<file path="src/rtl/output_bus_scheduler_if.sv">
// Handshake and bus signals between the datapath/controller, the scheduler and the host.
interface output_bus_scheduler_if #(
    parameter int unsigned DATA_WIDTH = 32,
    parameter int unsigned FIFO_DEPTH = 8
);
    localparam int unsigned CNT_W = $clog2(FIFO_DEPTH + 1);

    // datapath side
    logic                  out_push;
    logic [DATA_WIDTH-1:0] out_data;
    logic [31:0]           out_x;
    logic [31:0]           out_y;
    logic [31:0]           out_ch;
    logic                  out_full;

    // controller side
    logic                  in_req;
    logic                  in_done;
    logic                  in_grant;

    // host bus side
    logic                  bus_valid;
    logic                  bus_ready;
    logic [DATA_WIDTH-1:0] bus_data;
    logic [31:0]           bus_x;
    logic [31:0]           bus_y;
    logic [31:0]           bus_ch;
    logic [1:0]            bus_owner;

    // status
    logic [CNT_W-1:0]      fifo_count;
    logic                  overflow_err;

    // environment view: drives requests and data, observes status
    modport master (
        output out_push, out_data, out_x, out_y, out_ch,
        output in_req, in_done, bus_ready,
        input  out_full, in_grant, bus_valid, bus_data, bus_x, bus_y, bus_ch,
        input  bus_owner, fifo_count, overflow_err
    );

    // scheduler view
    modport slave (
        input  out_push, out_data, out_x, out_y, out_ch,
        input  in_req, in_done, bus_ready,
        output out_full, in_grant, bus_valid, bus_data, bus_x, bus_y, bus_ch,
        output bus_owner, fifo_count, overflow_err
    );
endinterface

</file>
<file path="src/rtl/output_bus_scheduler.sv">
// Output bus scheduler: buffers tagged datapath outputs in a FIFO and arbitrates
// the shared external bus between controller load phases and output drain.
module output_bus_scheduler #(
    parameter int unsigned DATA_WIDTH = 32,
    parameter int unsigned FIFO_DEPTH = 8,
    parameter int unsigned BURST_LEN  = 3,
    parameter int unsigned HIGH_WATER = 6
) (
    input  logic                  clk,
    input  logic                  arst_in,
    output_bus_scheduler_if.slave sif
);
    localparam int unsigned PTR_W = (FIFO_DEPTH > 1) ? $clog2(FIFO_DEPTH) : 1;
    localparam int unsigned CNT_W = $clog2(FIFO_DEPTH + 1);
    localparam int unsigned BST_W = $clog2(BURST_LEN + 1);

    typedef enum logic [1:0] {
        IDLE     = 2'd0,
        GRANT_IN = 2'd1,
        DRAIN    = 2'd2
    } state_t;

    state_t                state_q, state_d;
    logic [BST_W-1:0]      burst_q, burst_d;
    logic [PTR_W-1:0]      wr_ptr_q, rd_ptr_q;
    logic [CNT_W-1:0]      count_q;
    logic                  ovf_q;

    logic [DATA_WIDTH-1:0] mem_data [FIFO_DEPTH];
    logic [31:0]           mem_x    [FIFO_DEPTH];
    logic [31:0]           mem_y    [FIFO_DEPTH];
    logic [31:0]           mem_ch   [FIFO_DEPTH];

    logic full_c;
    logic bus_valid_c;
    logic push_c;
    logic pop_c;

    assign full_c      = (count_q == CNT_W'(FIFO_DEPTH));
    assign bus_valid_c = (state_q == DRAIN) && (count_q != '0);
    // a pop in the same cycle never frees space for a push into a full FIFO
    assign push_c      = sif.out_push && !full_c;
    assign pop_c       = bus_valid_c && sif.bus_ready;

    // FIFO storage; contents are don't-care until written, outputs are gated by bus_valid
    always_ff @(posedge clk) begin
        if (push_c) begin
            mem_data[wr_ptr_q] <= sif.out_data;
            mem_x[wr_ptr_q]    <= sif.out_x;
            mem_y[wr_ptr_q]    <= sif.out_y;
            mem_ch[wr_ptr_q]   <= sif.out_ch;
        end
    end

    // FIFO pointers, occupancy and sticky overflow flag
    always_ff @(posedge clk or posedge arst_in) begin
        if (arst_in) begin
            wr_ptr_q <= '0;
            rd_ptr_q <= '0;
            count_q  <= '0;
            ovf_q    <= 1'b0;
        end else begin
            if (push_c) begin
                wr_ptr_q <= wr_ptr_q + PTR_W'(1);
            end
            if (pop_c) begin
                rd_ptr_q <= rd_ptr_q + PTR_W'(1);
            end
            case ({push_c, pop_c})
                2'b10:   count_q <= count_q + CNT_W'(1);
                2'b01:   count_q <= count_q - CNT_W'(1);
                default: count_q <= count_q;
            endcase
            if (sif.out_push && full_c) begin
                ovf_q <= 1'b1;
            end
        end
    end

    // scheduler state and burst counter registers
    always_ff @(posedge clk or posedge arst_in) begin
        if (arst_in) begin
            state_q <= IDLE;
            burst_q <= '0;
        end else begin
            state_q <= state_d;
            burst_q <= burst_d;
        end
    end

    // bus arbitration: drain above high water, then load requests, then any backlog
    always_comb begin
        state_d = state_q;
        burst_d = burst_q;
        case (state_q)
            IDLE: begin
                if (count_q >= CNT_W'(HIGH_WATER)) begin
                    state_d = DRAIN;
                end else if (sif.in_req) begin
                    state_d = GRANT_IN;
                end else if (count_q != '0) begin
                    state_d = DRAIN;
                end
            end
            GRANT_IN: begin
                if (sif.in_done) begin
                    state_d = IDLE;
                end
            end
            DRAIN: begin
                if (pop_c) begin
                    if ((burst_q == BST_W'(BURST_LEN - 1)) ||
                        ((count_q == CNT_W'(1)) && !push_c)) begin
                        state_d = IDLE;
                        burst_d = '0;
                    end else begin
                        burst_d = burst_q + BST_W'(1);
                    end
                end else if (count_q == '0) begin
                    state_d = IDLE;
                    burst_d = '0;
                end
            end
            default: begin
                state_d = IDLE;
                burst_d = '0;
            end
        endcase
    end

    assign sif.out_full     = full_c;
    assign sif.in_grant     = (state_q == GRANT_IN);
    assign sif.bus_valid    = bus_valid_c;
    assign sif.bus_owner    = 2'(state_q);
    assign sif.fifo_count   = count_q;
    assign sif.overflow_err = ovf_q;
    assign sif.bus_data     = bus_valid_c ? mem_data[rd_ptr_q] : '0;
    assign sif.bus_x        = bus_valid_c ? mem_x[rd_ptr_q]    : '0;
    assign sif.bus_y        = bus_valid_c ? mem_y[rd_ptr_q]    : '0;
    assign sif.bus_ch       = bus_valid_c ? mem_ch[rd_ptr_q]   : '0;
endmodule

</file>
<file path="src/flat_wrapper.sv">
// flat-port wrapper written by rule: the top's interface ports become plain ports
module output_bus_scheduler_flat 
#(
    parameter int unsigned DATA_WIDTH = 32,
    parameter int unsigned FIFO_DEPTH = 8,
    parameter int unsigned BURST_LEN  = 3,
    parameter int unsigned HIGH_WATER = 6
)
  (clk, arst_in, sif_out_push, sif_out_data, sif_out_x, sif_out_y, sif_out_ch, sif_in_req, sif_in_done, sif_bus_ready, sif_out_full, sif_in_grant, sif_bus_valid, sif_bus_data, sif_bus_x, sif_bus_y, sif_bus_ch, sif_bus_owner, sif_fifo_count, sif_overflow_err);
  output_bus_scheduler_if #(.DATA_WIDTH(DATA_WIDTH), .FIFO_DEPTH(FIFO_DEPTH)) sif_i ();
  input  logic clk;
  input  logic arst_in;
  input wire logic [$bits(sif_i.out_push)-1:0] sif_out_push;
  input wire logic [$bits(sif_i.out_data)-1:0] sif_out_data;
  input wire logic [$bits(sif_i.out_x)-1:0] sif_out_x;
  input wire logic [$bits(sif_i.out_y)-1:0] sif_out_y;
  input wire logic [$bits(sif_i.out_ch)-1:0] sif_out_ch;
  input wire logic [$bits(sif_i.in_req)-1:0] sif_in_req;
  input wire logic [$bits(sif_i.in_done)-1:0] sif_in_done;
  input wire logic [$bits(sif_i.bus_ready)-1:0] sif_bus_ready;
  output wire logic [$bits(sif_i.out_full)-1:0] sif_out_full;
  output wire logic [$bits(sif_i.in_grant)-1:0] sif_in_grant;
  output wire logic [$bits(sif_i.bus_valid)-1:0] sif_bus_valid;
  output wire logic [$bits(sif_i.bus_data)-1:0] sif_bus_data;
  output wire logic [$bits(sif_i.bus_x)-1:0] sif_bus_x;
  output wire logic [$bits(sif_i.bus_y)-1:0] sif_bus_y;
  output wire logic [$bits(sif_i.bus_ch)-1:0] sif_bus_ch;
  output wire logic [$bits(sif_i.bus_owner)-1:0] sif_bus_owner;
  output wire logic [$bits(sif_i.fifo_count)-1:0] sif_fifo_count;
  output wire logic [$bits(sif_i.overflow_err)-1:0] sif_overflow_err;
  assign sif_i.out_push = sif_out_push;
  assign sif_i.out_data = sif_out_data;
  assign sif_i.out_x = sif_out_x;
  assign sif_i.out_y = sif_out_y;
  assign sif_i.out_ch = sif_out_ch;
  assign sif_i.in_req = sif_in_req;
  assign sif_i.in_done = sif_in_done;
  assign sif_i.bus_ready = sif_bus_ready;
  assign sif_out_full = sif_i.out_full;
  assign sif_in_grant = sif_i.in_grant;
  assign sif_bus_valid = sif_i.bus_valid;
  assign sif_bus_data = sif_i.bus_data;
  assign sif_bus_x = sif_i.bus_x;
  assign sif_bus_y = sif_i.bus_y;
  assign sif_bus_ch = sif_i.bus_ch;
  assign sif_bus_owner = sif_i.bus_owner;
  assign sif_fifo_count = sif_i.fifo_count;
  assign sif_overflow_err = sif_i.overflow_err;
  output_bus_scheduler #(.DATA_WIDTH(DATA_WIDTH), .FIFO_DEPTH(FIFO_DEPTH), .BURST_LEN(BURST_LEN), .HIGH_WATER(HIGH_WATER)) u_core (.clk(clk), .arst_in(arst_in), .sif(sif_i));
endmodule
</file>
<file path="config.mk">
export PLATFORM = sky130hd
export DESIGN_NAME = output_bus_scheduler_flat
export DESIGN_NICKNAME = d
export VERILOG_FILES = /design/src/rtl/output_bus_scheduler_if.sv /design/src/rtl/output_bus_scheduler.sv /design/src/flat_wrapper.sv
export SDC_FILE = /design/constraint.sdc
export NUM_CORES = 1
export LEC_CHECK = 0
export ABC_AREA = 1
export ABC_CLOCK_PERIOD_IN_PS = 9400
export BUFFER_PORTS_ARGS = -buffer_cell sky130_fd_sc_hd__buf_2
export CORE_MARGIN = 5
export CORE_UTILIZATION = 60
export CTS_BUF_LIST = sky130_fd_sc_hd__clkbuf_8
export DETAILED_ROUTE_END_ITERATION = 6
export PLACE_DENSITY_LB_ADDON = 0.05
export SLEW_MARGIN = 30
export SYNTH_ARGS = -nofsm -noshare
export SYNTH_HDL_FRONTEND = slang
export SYNTH_SLANG_ARGS = --single-unit
</file>
<file path="constraint.sdc">
create_clock -name clk -period 9.4 [get_ports clk]
set_input_delay 1.88 -clock clk [delete_from_list [all_inputs] [get_ports clk]]
set_output_delay 1.88 -clock clk [all_outputs]
set_load 0.02 [all_outputs]
</file>
After elaboration in Yosys (flattened, before gate mapping):

Memories as Yosys holds them, arrays and structs flattened.
Cells that the tools add are included.
Widths: inputs -> output; s select.

* flip-flop bits (word level): 15
* RAM bits: 1024
* input port bits: 134
* output and inout bits: 138
* word-level logic and storage cells: 61
* memories: 4

Memories
* u_core.mem_ch: depth 8, bits a word 32, rd ports 1, clocked after memory_dff 0, write ports 1, line output_bus_scheduler.sv:32 `logic [31:0] mem_ch [FIFO_DEPTH];`
* u_core.mem_data: depth 8, bits a word 32, rd ports 1, clocked after memory_dff 0, write ports 1, line output_bus_scheduler.sv:29 `logic [DATA_WIDTH-1:0] mem_data [FIFO_DEPTH];`
* u_core.mem_x: depth 8, bits a word 32, rd ports 1, clocked after memory_dff 0, write ports 1, line output_bus_scheduler.sv:30 `logic [31:0] mem_x [FIFO_DEPTH];`
* u_core.mem_y: depth 8, bits a word 32, rd ports 1, clocked after memory_dff 0, write ports 1, line output_bus_scheduler.sv:31 `logic [31:0] mem_y [FIFO_DEPTH];`

* add/sub/neg operators: 5
* order comparisons: 1
* eq/ne operators: 11
* mux-type cells: 18
* bitwise operators: 1
* reduce and logical (&&, ||, !) cells: 15

Operator list (number)
* $mux 32: 4
* $mux 2: 9
* $pmux 4 s2: 1
* $add 3x1->3 const B: 2
* $eq 2x2->1 const B: 3
* $pmux 2 s3: 1
* $logic_and 1x1->1: 5
* $add 4x1->4 const B: 1
* $eq 2x1->1 const B: 2
* $eq 4x1->1 const B: 1
* $eq 4x4->1 const B: 1
* $ge 4x3->1 const B: 1
* $logic_not 4->1: 1
* $ne 4x2->1 const B: 1
* $pmux 2 s2: 1
* $reduce_and 4->1: 1
* $reduce_bool 4->1: 1
* $sub 4x1->4 const B: 1
* $ne 3x2->1 const B: 1
* $ne 3x3->1 const B: 1
* $add 2x1->2 const B: 1
* $logic_not 1->1: 2
* $logic_not 2->1: 1
* $mux 1: 2
* other kinds (6): 6

Logic depth before layout (Yosys ltp):

* depth after elaboration: 9
* mapped depth: 12
* depth with buffers taken out: 12

Worst setup path after synthesis:

No wires, ideal clock.

* path kind: in2reg
* from: in sif_out_push
* to: mem u_core.mem_ch[0][0] (enable)
* setup time: 0.617 ns
* arrival: 7.610 ns
* required time: 8.783 ns
* path slack: 1.173 ns
* cell stages on the path: 3
* buffers on the path: 0
* cell sequence: nand2_1 -> or2_2 -> nor2_1

* word-level cells in the longest chain between the ends: 3

RTL lines
* start: declaration: line flat_wrapper.sv:13 `input wire logic [$bits(sif_i.out_push)-1:0] sif_out_push;`
* $logic_and 1x1->1: line output_bus_scheduler.sv:42 `assign push_c = sif.out_push && !full_c;`
* $mux 1: line output_bus_scheduler.sv:47 `if (push_c) begin`
* $mux 1 (implied by the code): line output_bus_scheduler.sv:51 `mem_ch[wr_ptr_q] <= sif.out_ch;`
* end: declaration: line output_bus_scheduler.sv:32

No other way between the ends.

Final worst setup path:

* from: reg u_core.rd_ptr_q[0]
* to: out sif_bus_x[30]

* word-level cells in the longest chain between the ends: 2

RTL lines
* start: declaration: line output_bus_scheduler.sv:25 `logic [PTR_W-1:0] wr_ptr_q, rd_ptr_q;`
* start signal: assignment: line output_bus_scheduler.sv:67 `rd_ptr_q <= rd_ptr_q + PTR_W'(1);`
* $mem_v2 8x32
* $mux 32: line output_bus_scheduler.sv:138 `assign sif.bus_x = bus_valid_c ? mem_x[rd_ptr_q] : '0;`
* end: declaration: line flat_wrapper.sv:25 `output wire logic [$bits(sif_i.bus_x)-1:0] sif_bus_x;`

No other way between the ends.

==> impl_results.md <==
* Status: finished, violations left
* Failing checks: design-rule violations
* Initial Util at 0.607
* LEAKAGE at 0.0158 uW
* Hold worst-path end: u_core.sif.overflow_err
* Total CTS buffers at 164
* GRT overflow at 0
* Synth Warn # at 0
* DRT Pass-1 Iters at 7
* Max_cap viols at 0
* Deepest clock path buffer count at 3
* Width of the die at 271 um
* Site Rows at 95
* Non-Filler Instances at 4,417
* Worst path max stage delay at 790 ps
* Share of layout cells above drive strength 1 at 0.141
* DP HPWL at 44,500 um
* Rel. slew slack at 0.222
* DP Cell Count at 4,110
* CTS root buf: clkbuf_8
* Synth Area in Compound Gates at 0.107
* Die ar. at 0.0736 mm2
* Final WL at 94,600 um
* Setup TNS at 0 ps
* Fin nets at 3,549
* Routed vias/inst at 5.83
* Tmin final at 6260 ps
* Number of global-route vias before repair at 25,589
* First-pass GRT wire length at 144,000 um
* Worst min path class: reg2reg
* Psw at 5610 uW
* RR Startpoint: u_core.sif.fifo_count[0]
* Reg clk slew, reported paths at 60 ps
* Hold Buf Count CTS at 0
* Syn_nets at 3,294
* Crit-path most repeated cell: nor2_1
* Vias at 25,763
* Post-synthesis mux area share at 0
* Hold Path Depth at 1
* Yosys top cell area share at 0.751
* Register area share after synthesis at 0.760
* Resized cells post-CTS at 0
* IO Port Bufs at 271
* Worst path cell trace: inv_16 -> buf_4 -> o21ai_0 -> o22ai_1 -> nor2_1 -> nor2_1 -> buf_2
* Drc violations at 2
* Syn avg cell area at 13.0 um2
* GRT Overall Usage at 0.250
* Iter 0 DRT Violations at 2,410
* Comb pwr share at 0.348
* Flop2flop setup slack at 5850 ps
* Hold WS at 501 ps
* Worst Setup Path Type: reg2out
* Adder-Cell Fraction of Synth Area at 0.00245
* Core area at 0.0674 mm2
* Worst reg2reg path depth at 11
* Max frequency at 160 MHz
* Switching Share at 0.388
* Final Skew at 25.2 ps
* Yosys top cell by area: edfxtp_1
* Slowest CP cell: dfrtp_4
* Clock Power Share at 0.228
* CP Max Fanout at 258
* Setup Viol. Count Final at 0
* Initial antenna violation count at 22
* Hold wc startpoint: u_core.sif.overflow_err
* H-tree depth at 4
* Clock sink count at 1,039
* Util after Layout at 0.677
* Chip height at 271 um
* Tcrit/Tclk final at 0.666
* Placer Congestion at 0.775
* Reg-to-reg endpoint: u_core.mem_x[5][0]
* Max-slew violation count at 0
* Pin count of the biggest net entering global routing at 259
* Crit path launch type: register
* Critical Path Start: u_core.rd_ptr_q[0]
* Largest family of logic cells by synthesized area: compound AO/OA/AOI/OAI gates
* Worst skew pair latency at 800 ps
* Sequential power share at 0.423
* Worst Max-Slew Pin Slew at 1170 ps
* Area grow syn2layout at 11.5%
* Post-Synth XOR/XNOR Area at 0.00150
* Power Dens Cells at 317 mW/mm2
* Internal power at 8870 uW
* Drt wl/cell at 21.4 um
* Final hold violations at 0
* CP Capture Type: output port
* Crit path DAT at 4380 ps
* Post-CTS Setup Inserts at 0
* Antenna-violating nets left at 0
* Unrepaired setup endpoints after global routing: no
* Simple-Gate Fraction of Synth Area at 0.0991
* Boundary Pins at 272
* Synth cell types at 27
* Synth area leaders: edfxtp_1 (75%), nor2_1 (8.4%), o21ai_0 (6.3%)
* Cell Area, Synth at 0.0409 mm2
* Max VDD drop at 0.250 mV
* Post-Synthesis Cells at 3,152
* CTS tree: yes
* Critical Path RT at 7520 ps
* Yosys reg bits at 1,039
worst max path at each step:
stage	end	cells after the start
final	sif_bus_x[30]	7
after global routing	sif_bus_x[16]	7
after CTS	sif_bus_data[9]	7
after detailed placement	sif_bus_data[9]	7
after global placement	sif_bus_y[24]	7
after floorplan	u_core.mem_ch[0][0]	3
cell usage in the layout (no fill, tap or decap):
cell        synthesis  layout
or2_2               1       1
ha_1                8       8
o22ai_1           129     129
edfxtp_1         1024    1024
nor2_1            913     905
clkbuf_8            0     165
nand2_1           159     159
clkinv_1            0      32
nor2_4              0       8
inv_6               0       2
nor2_2              1       1
clkinv_2            0       2
nand4_1             1       1
o21bai_1            1       1
inv_4               1       2
buf_2              52     271
dfrtp_1            15      12
xnor2_1             3       3
buf_12              0      10
o21ai_0           518     518
inv_8               0       7
nand3_1             3       3
a21oi_1             2       2
xor2_1              4       4
buf_16              0       3
dfrtp_4             0       3
buf_6              22       1
o21ai_1             3       3
diode_2             0      15
inv_16              0       1
o211ai_1          128     128
inv_1              24      98
buf_4              10      17
clkinvlp_4          0       5
worst max-delay path: cells and delay by family (launching register included):
kind | cells | cell delay (ps)
flip-flops | 1 | 790
AO/OA/AOI/OAI | 2 | 330
buffers and inverters | 3 | 1610
AND/OR/NAND/NOR | 2 | 380
final cells by class:
| type | instances | area (um2) |
|---|---|---|
| Clock buffer | 165 | 2270 |
| Sequential cell | 1039 | 31100 |
| Inverter | 26 | 119 |
| Multi-Input combinational cell | 1874 | 8670 |
| Antenna cell | 15 | 37.5 |
| Timing Repair Buffer | 302 | 1780 |
| Fill cell | 4810 | 21700 |
| Clock inverter | 123 | 546 |
| Tap cell | 873 | 1090 |
power by group through the flow:
stage | logic, uW | clock network [uW] | registers, uW
after CTS | 5040 | 3380 | 6130
after detailed placement | 5030 | 0 | 6220
after global routing | 5570 | 3600 | 6180
final | 5040 | 3310 | 6130
after global placement | 4890 | 0 | 6190
after floorplan | 3640 | 0 | 6180
logic make-up after synthesis:
kind of cell | Yosys count
xor gates and xnor gates | 7
and+or+nand+nor | 1078
DFF | 1039
AOI/OAI and AO/OA | 781
buffers and inverters | 239
adders and majority gates | 8
synthesized netlist by cell type:
cell type and instances:
inv_1 24, buf_4 10, ha_1 8, nand4_1 1, o21bai_1 1, clkbuf_2 9, or2_2 1, clkbuf_1 100
edfxtp_1 1024, dfrtp_1 15, nand3_1 3, o22ai_1 129, nor2_1 913, inv_4 1, nand2_1 159, buf_2 52
xnor2_1 3, o21ai_1 3, nor2_2 1, o211ai_1 128, xor2_1 4, inv_2 1, a21oi_1 2, buf_1 18
o21ai_0 518, buf_8 2, buf_6 22
registers in the layout, summed over array words and instances, names as in the netlist:
register,flops
u_core.sif.bus_owner,2
u_core.mem_data,256
u_core.mem_ch,256
u_core.rd_ptr_q,3
u_core.wr_ptr_q,3
u_core.burst_q,2
u_core.mem_x,256
u_core.sif.fifo_count,4
u_core.mem_y,256
u_core.sif.overflow_err,1
layer usage:
layer,track usage,up-vias,routed length (um)
met5,0,-,88
met4,0.0739,12,1630
met3,0.0582,114,6550
met2,0.425,821,47200
met1,0.328,12833,39200
li1,-,11983,-
through the flow:
step / setup slack (ps) / instance area [um2] / power (uW)
2_1_floorplan: 1170 / 40900 / 9820
5_1_grt: 3030 / 45600 / 15300
6_report: 3140 / 45700 / 14500
4_1_cts: 3200 / 45500 / 14500
3_5_place_dp: 4070 / 42700 / 11200
3_3_place_gp: 4150 / 42700 / 11100
Note: power is estimated with default switching activity, not from simulation.
